## config.mk

```make
export PLATFORM = sky130hd
export DESIGN_NAME = alu_operand_b_stage_flat
export DESIGN_NICKNAME = d
export VERILOG_FILES = /design/src/rtl/alu_operand_b_stage_if.sv /design/src/rtl/alu_operand_b_stage.sv /design/src/flat_wrapper.sv
export SDC_FILE = /design/constraint.sdc
export NUM_CORES = 1
export LEC_CHECK = 0
export CAP_MARGIN = 20
export CORE_UTILIZATION = 30
export DETAILED_ROUTE_END_ITERATION = 8
export HOLD_SLACK_MARGIN = 0.08
export PLACE_DENSITY = 0.63
export SLEW_MARGIN = 20
export SYNTH_ARGS = -nofsm -noshare
export SYNTH_HDL_FRONTEND = slang
export SYNTH_SLANG_ARGS = --single-unit
```

## constraint.sdc

```tcl
create_clock -name clk -period 1.8 [get_ports clk]
set_input_delay 0.18 -clock clk [delete_from_list [all_inputs] [get_ports clk]]
set_output_delay 0.18 -clock clk [all_outputs]
set_load 0.005 [all_outputs]
```

## src/rtl/alu_operand_b_stage_if.sv

```systemverilog
// rtl/alu_operand_b_stage_if.sv - operand-B stage input/output handshake bundle
interface alu_operand_b_stage_if #(
   parameter int WIDTH = 32,
   parameter int IMM_W = 16
);
   logic [2:0]       sel;
   logic [WIDTH-1:0] reg_b;
   logic [IMM_W-1:0] imm;
   logic             in_valid;
   logic             in_ready;
   logic [WIDTH-1:0] out_data;
   logic             out_valid;
   logic             out_ready;

   // Producer of instructions and consumer of operands
   modport master (
      output sel, reg_b, imm, in_valid, out_ready,
      input  in_ready, out_data, out_valid
   );

   // The operand-B stage itself
   modport slave (
      input  sel, reg_b, imm, in_valid, out_ready,
      output in_ready, out_data, out_valid
   );
endinterface

```

## src/rtl/alu_operand_b_stage.sv

```systemverilog
// rtl/alu_operand_b_stage.sv - ALU operand-B select/extend stage with skid buffer (optional OPB_FWD_EN)
module alu_operand_b_stage #(
   parameter int WIDTH     = 32,
   parameter int IMM_W     = 16,
   parameter int CONST_VAL = 4
) (
   input  logic                 clk,
   input  logic                 reset,
   alu_operand_b_stage_if.slave bus,
   input  logic                 err_clr,
   output logic                 err_illegal
`ifdef OPB_FWD_EN
   ,
   input  logic                 fwd_valid,
   input  logic [WIDTH-1:0]     fwd_data
`endif
);

   localparam logic [WIDTH-1:0] CONST_OP = WIDTH'(CONST_VAL);

   logic [WIDTH-1:0] sext;
   logic [WIDTH-1:0] zext;
   logic [WIDTH-1:0] regb_src;
   logic [WIDTH-1:0] operand;
   logic             illegal;

   logic             out_valid_q;
   logic [WIDTH-1:0] out_data_q;
   logic             skid_valid_q;
   logic [WIDTH-1:0] skid_data_q;

   logic             accept;
   logic             consume;

   // in_ready comes straight from the skid flag so out_ready never reaches it combinationally
   assign bus.in_ready  = ~skid_valid_q;
   assign bus.out_valid = out_valid_q;
   assign bus.out_data  = out_data_q;

   assign accept  = bus.in_valid & ~skid_valid_q;
   assign consume = out_valid_q & bus.out_ready;

`ifdef OPB_FWD_EN
   assign regb_src = fwd_valid ? fwd_data : bus.reg_b;
`else
   assign regb_src = bus.reg_b;
`endif

   // Operand select and immediate extension; illegal selects yield zero
   always_comb begin
      sext    = {{(WIDTH-IMM_W){bus.imm[IMM_W-1]}}, bus.imm};
      zext    = {{(WIDTH-IMM_W){1'b0}}, bus.imm};
      operand = '0;
      illegal = 1'b0;
      case (bus.sel)
         3'd0:    operand = regb_src;
         3'd1:    operand = CONST_OP;
         3'd2:    operand = sext;
         3'd3:    operand = zext;
         3'd4:    operand = sext << 2;
         3'd5:    operand = zext << 16;
         default: illegal = 1'b1;
      endcase
   end

   // Output register plus skid register; skid only fills when output is held
   always_ff @(posedge clk or negedge reset) begin
      if (!reset) begin
         out_valid_q  <= 1'b0;
         out_data_q   <= '0;
         skid_valid_q <= 1'b0;
         skid_data_q  <= '0;
      end else if (!out_valid_q) begin
         if (accept) begin
            out_data_q  <= operand;
            out_valid_q <= 1'b1;
         end
      end else if (consume) begin
         if (skid_valid_q) begin
            out_data_q   <= skid_data_q;
            skid_valid_q <= 1'b0;
         end else if (accept) begin
            out_data_q <= operand;
         end else begin
            out_valid_q <= 1'b0;
         end
      end else if (accept) begin
         skid_data_q  <= operand;
         skid_valid_q <= 1'b1;
      end
   end

   // Sticky illegal-select flag; a new illegal accept beats a simultaneous clear
   always_ff @(posedge clk or negedge reset) begin
      if (!reset) begin
         err_illegal <= 1'b0;
      end else if (accept && illegal) begin
         err_illegal <= 1'b1;
      end else if (err_clr) begin
         err_illegal <= 1'b0;
      end
   end

endmodule

```

## src/flat_wrapper.sv

```systemverilog
// flat-port wrapper written by rule: the top's interface ports become plain ports
module alu_operand_b_stage_flat 
#(
   parameter int WIDTH     = 32,
   parameter int IMM_W     = 16,
   parameter int CONST_VAL = 4
)
  (clk, reset, err_clr, err_illegal, bus_sel, bus_reg_b, bus_imm, bus_in_valid, bus_out_ready, bus_in_ready, bus_out_data, bus_out_valid);
  alu_operand_b_stage_if #(.WIDTH(WIDTH), .IMM_W(IMM_W)) bus_i ();
  input  logic clk;
  input  logic reset;
  input  logic err_clr;
  output logic err_illegal;
  input wire logic [$bits(bus_i.sel)-1:0] bus_sel;
  input wire logic [$bits(bus_i.reg_b)-1:0] bus_reg_b;
  input wire logic [$bits(bus_i.imm)-1:0] bus_imm;
  input wire logic [$bits(bus_i.in_valid)-1:0] bus_in_valid;
  input wire logic [$bits(bus_i.out_ready)-1:0] bus_out_ready;
  output wire logic [$bits(bus_i.in_ready)-1:0] bus_in_ready;
  output wire logic [$bits(bus_i.out_data)-1:0] bus_out_data;
  output wire logic [$bits(bus_i.out_valid)-1:0] bus_out_valid;
  assign bus_i.sel = bus_sel;
  assign bus_i.reg_b = bus_reg_b;
  assign bus_i.imm = bus_imm;
  assign bus_i.in_valid = bus_in_valid;
  assign bus_i.out_ready = bus_out_ready;
  assign bus_in_ready = bus_i.in_ready;
  assign bus_out_data = bus_i.out_data;
  assign bus_out_valid = bus_i.out_valid;
  alu_operand_b_stage #(.WIDTH(WIDTH), .IMM_W(IMM_W), .CONST_VAL(CONST_VAL)) u_core (.clk(clk), .reset(reset), .bus(bus_i), .err_clr(err_clr), .err_illegal(err_illegal));
endmodule
```

Word level (Yosys, flattened, before mapping):

Cells that the tools add are included.

* bits in writable memories: 0
* bits in latches: 0
* input bits: 56
* bits in read-only memories: 0
* register bits: 67
* output and inout port bits: 35
* memories: 0

* bitwise logic cells: 4
* divide/modulo/power cells: 0
* reduce and logical (&&, ||, !) cells: 7
* order comparisons: 0
* shift-type cells: 0
* eq/ne operators: 6
* $add $sub $neg: 0
* muxes and demuxes: 14
* $mul: 0

Operator list (count)
* one-hot mux 32 bit (6 select lines): 1
* 2-to-1 mux 32 bit: 4
* 2-to-1 mux 1 bit: 9
* == test 3 x 2 -> 1 bit, second input constant: 2
* == test 3 bit, second input constant: 2
* OR reduction 6 bit: 1
* nonzero test 2 bit: 2
* == test 3 x 1 -> 1 bit, second input constant: 1
* logical NOT 3 bit: 1
* AND reduction 3 bit: 1
* AND 1 bit: 2
* != test 2 bit, second input constant: 1
* inverter 1 bit: 2
* AND reduction 2 bit: 1
* logical AND 1 bit: 1

Logic depth before layout (Yosys ltp):

* depth after elaboration: 6
* gate-level depth with buffers: 6
* gate-level depth less buffers: 4

Least setup slack after synthesis:

Ideal clock, no wire load.

* path type: flip-flop to flip-flop
* from: register u_core.skid_valid_q
* to: register u_core.skid_data_q[0]
* data required time: 1675 ps
* cell stages (with the launch flop): 5
* path slack: 473 ps
* path buffers: 1
* clock period less this slack: 1327 ps
* library setup time: 125 ps
* data arrival time: 1202 ps
* cells stage by stage: dfrtp_1 buf_2 nand2b_2 nor2_4 mux2_2

* cells in the longest elaborated chain, start to end: 3

Ends and longest elaborated chain
* start, declared: RTL line alu_operand_b_stage.sv:29 `logic skid_valid_q;`
* start signal, assigned: RTL line alu_operand_b_stage.sv:71 `skid_valid_q <= 1'b0;`
* start signal, assigned: RTL line alu_operand_b_stage.sv:81 `skid_valid_q <= 1'b0;`
* start signal, assigned: RTL line alu_operand_b_stage.sv:89 `skid_valid_q <= 1'b1;`
* inverter 1 bit: RTL line alu_operand_b_stage.sv:40 `assign accept = bus.in_valid & ~skid_valid_q;`
* AND 1 bit: RTL line alu_operand_b_stage.sv:40
* AND reduction 3 bit (no source line)
* end signal, assigned: RTL line alu_operand_b_stage.sv:88 `skid_data_q <= operand;`
* end, declared: RTL line alu_operand_b_stage.sv:30 `logic [WIDTH-1:0] skid_data_q;`

No other way between the ends.
A chain may end at the register's enable or synchronous reset.

Worst setup path after layout:

* from: input port bus_sel[1]
* to: register u_core.skid_data_q[19]

* cells in the longest elaborated chain, start to end: 2

Ends and longest elaborated chain
* start, declared: RTL line flat_wrapper.sv:14 `input wire logic [$bits(bus_i.sel)-1:0] bus_sel;`
* == test 3 bit (tied with other cells): RTL line alu_operand_b_stage.sv:55 `case (bus.sel)`
* one-hot mux 32 bit (6 select lines) (*): RTL line alu_operand_b_stage.sv:55

Every way passes the cells marked *; elsewhere a longest branch is shown, timed or not.

==> impl_metrics.ini <==
[critical_path]
crit_chain = clkdlybuf4s50_1 -> nor2_4 -> a21boi_0 -> a311oi_1 -> a21oi_1
r2r_slack_ps = 210
critPathRequiredTime_ps = 2050
critPathSlowestCell = clkdlybuf4s50_1
startpoint_type = input port
r2r-start = u_core.skid_valid_q
crit_buf_inv = 1
crit_path_max_incr_delay_ps = 580
end_kind = flip-flop
cp_max_fo = 23
worstReg2RegEnd = u_core.bus.out_data[15]
r2r_cells = 4
cpLargestDelayFamily = compound AO/OA/AOI/OAI gates
crit_type = input port to flip-flop
worst_ep_arrival_time_ps = 1910

[route]
drt_iter0_markers = 212
vias = 3117
wl_met1_mm = 4.884
routedWlPerCell_um = 18.99
top_layer_used = met4
route.met2.wl_mm = 4.976
drcViolationCount = 0
wl_mm = 10.79
drtPass1Iterations = 5
dr_wl_met3_um = 813
viasPerCell = 5.488
final_antenna_net_count = 0

[hold_path]
hold_depth = 4
whs_endpoint = u_core.err_illegal
min_from = bus_sel[2]
min_path_type = input port to flip-flop

[synth]
ys_top_cells_by_area = dfrtp_1 49%, a21oi_1 9.2%, o22ai_1 5.5%
async_reset_ff_frac = 1.000
syn_area_mm2 = 0.003443
synth_top_cell_by_area = dfrtp_1
synth_top_area_frac = 0.4869
synthDistinctLibCells = 34
synth-edff-count = 0
synth-seq-cells = 67
synth_flop_cell = dfrtp_1
yosysSeqAreaShare = 0.4869
avgSynthCellArea_um2 = 10.34
yosysMostFrequentCell = dfrtp_1
synth_cells = 333
syn_nets = 389
yosys_warnings = 0
yosys-top-cells-count = 67 x dfrtp_1, 63 x a21oi_1, 35 x nor2_1

[floorplanning]
placementRows = 38
core_area_mm2 = 0.01103
fp.dieH_um = 109.1
die_x_um = 109.1
start_util = 0.3122
dieArea_mm2 = 0.01191
io_pins = 91

[placed_design]
place_hpwl_mm = 7.457
port_buffers = 90
post_dp_cell_area_mm2 = 0.004552
gp_congestion = 0.8152
dpl.cell_count = 551
dp_slack_ps = -204.7

[clock_tree]
insertion_delay_ps = 330
htree_num_levels = 3
clock-sinks = 67
cts.clk_slew.worst_paths_ps = 60
numCtsBuffers = 9
clockBufferDepth = 2
cts_tree = built
cts-root-buf = clkbuf_16

[job]
max_cap_violations = 0

[finish]
drive_gt1_frac = 0.1752
finalCoreUtilization = 0.4432
fin_cells = 568
antenna_cells = 0
nNetsFinal = 479
syn2layout_area_growth_pct = 41.97
fin_area_mm2 = 0.004888

[global_route]
grt_max_degree = 68
grt.overflow.total = 0
grt_pass1_wl_mm = 16.56
grt_antenna_before_repair = 0
track_usage = 0.1889
first_global_vias = 3095

[power_and_ir_drop]
peakVddDrop_mv = 0.7105
p_per_area_mw_per_mm2 = 1533
leakagePower_nw = 1.884

[timing]
final-hold-violation-count = 0
fin_crit_ps = 1656
finalClockSkew_ps = 5.111
drv_slew = 0
timing.slew.headroom = 0.6668
clock.fmax_mhz = 603.8
finalSetupViolations = 0
rsz0062_at_grt = false
tightestPinTransition_ps = 498.6
fin_setup_tns_ps = 0
finalCritPeriodShare = 0.9200
fin_ws_ps = 143.9

[status]
status = completed
==> placed cells by master (no fill, tap or decap), types with 2 or more instances in the layout <==
cell type / instances
a21boi_0: 11
a21boi_1: 3
a21oi_1: 63
a22oi_1: 14
a311oi_1: 5
a311oi_2: 11
buf_12: 7
buf_2: 2
buf_4: 13
bufinv_16: 2
clkbuf_16: 9
clkdlybuf4s50_1: 88
clkinv_4: 2
clkinvlp_4: 2
dfrtp_1: 67
inv_1: 5
mux2_2: 15
nand2_1: 3
nand2b_1: 15
nand3b_1: 2
nor2_1: 34
nor2_4: 2
nor2b_1: 2
o21ai_0: 5
o221a_2: 2
o22ai_1: 30
==> cells by family (layout without fill, tap and decap cells) <==
group                  Yosys count  count (layout)  synth area share
AOI/OAI and AO/OA              147             147            0.2892
DFF                             67              67            0.4869
and+or+nand+nor                 66              66            0.1046
muxes                           16              16           0.05196
buffers and inverters           37             132           0.06722
==> registers in the layout, summed over array words and instances, names as in the netlist <==
name / cells
u_core.bus.out_data: 32
u_core.skid_data_q: 32
u_core.bus.out_valid: 1
u_core.err_illegal: 1
u_core.skid_valid_q: 1
==> worst reg2reg max path: stages (launching register included) <==
cell      delay, ps
dfrtp_1         450
nand2b_2        270
nor2_2          370
buf_4           270
a21oi_1         100
==> how the worst max path moves through the flow <==
stage,startpoint,to,slack [ps],cells after the start
6_report,bus_sel[1],u_core.skid_data_q[19],140,5
5_1_grt,bus_sel[1],u_core.skid_data_q[19],9,5
4_1_cts,bus_sel[1],u_core.skid_data_q[19],150,5
2_1_floorplan,u_core.skid_valid_q,u_core.skid_data_q[0],470,4
3_5_place_dp,bus_sel[1],u_core.bus.out_data[19],-200,5
3_3_place_gp,bus_sel[1],u_core.bus.out_data[19],-110,5
==> layer usage <==
| layer | up-vias | global-route usage |
|---|---|---|
| met5 | - | 0 |
| met2 | 142 | 0.2951 |
| met4 | 0 | 0.05212 |
| met3 | 12 | 0.03646 |
| met1 | 1541 | 0.2647 |
| li1 | 1422 | - |
==> cell type report <==
cell class,count,area (um2)
Clock buffer,9,225.2
Clock inverter,7,101.3
Fill cell,1067,6142
Inverter,5,18.77
Multi-Input combinational cell,229,1553
Sequential cell,67,1677
Tap cell,140,175.2
Timing Repair Buffer,111,1139
==> timing repair <==
| item | CTS | global route |
|---|---|---|
| gates resized for setup | 0 | 0 |
| buffers inserted | 0 | 0 |
| hold buffers | 1 | 0 |
| hold endpoints to repair | 67 | 0 |
==> through the flow <==
step                      hold WS (ps)  total power [mW]
final                            347.2             7.494
after global routing             381.8             7.960
after CTS                        335.5             7.550
after detailed placement         227.4             5.617
after global placement           227.7             5.512
after floorplan                 -115.6             4.138
==> report_power, final <==
group          internal (mW)  total, mW  leakage (nW)  switching [mW]
registers               2.27       2.77         0.765           0.505
clock network           1.22       1.91         0.152           0.686
logic                   1.57       2.81         0.967            1.24
total                   5.06       7.49          1.88            2.43
No activity file was read; power rests on OpenSTA's default activity.
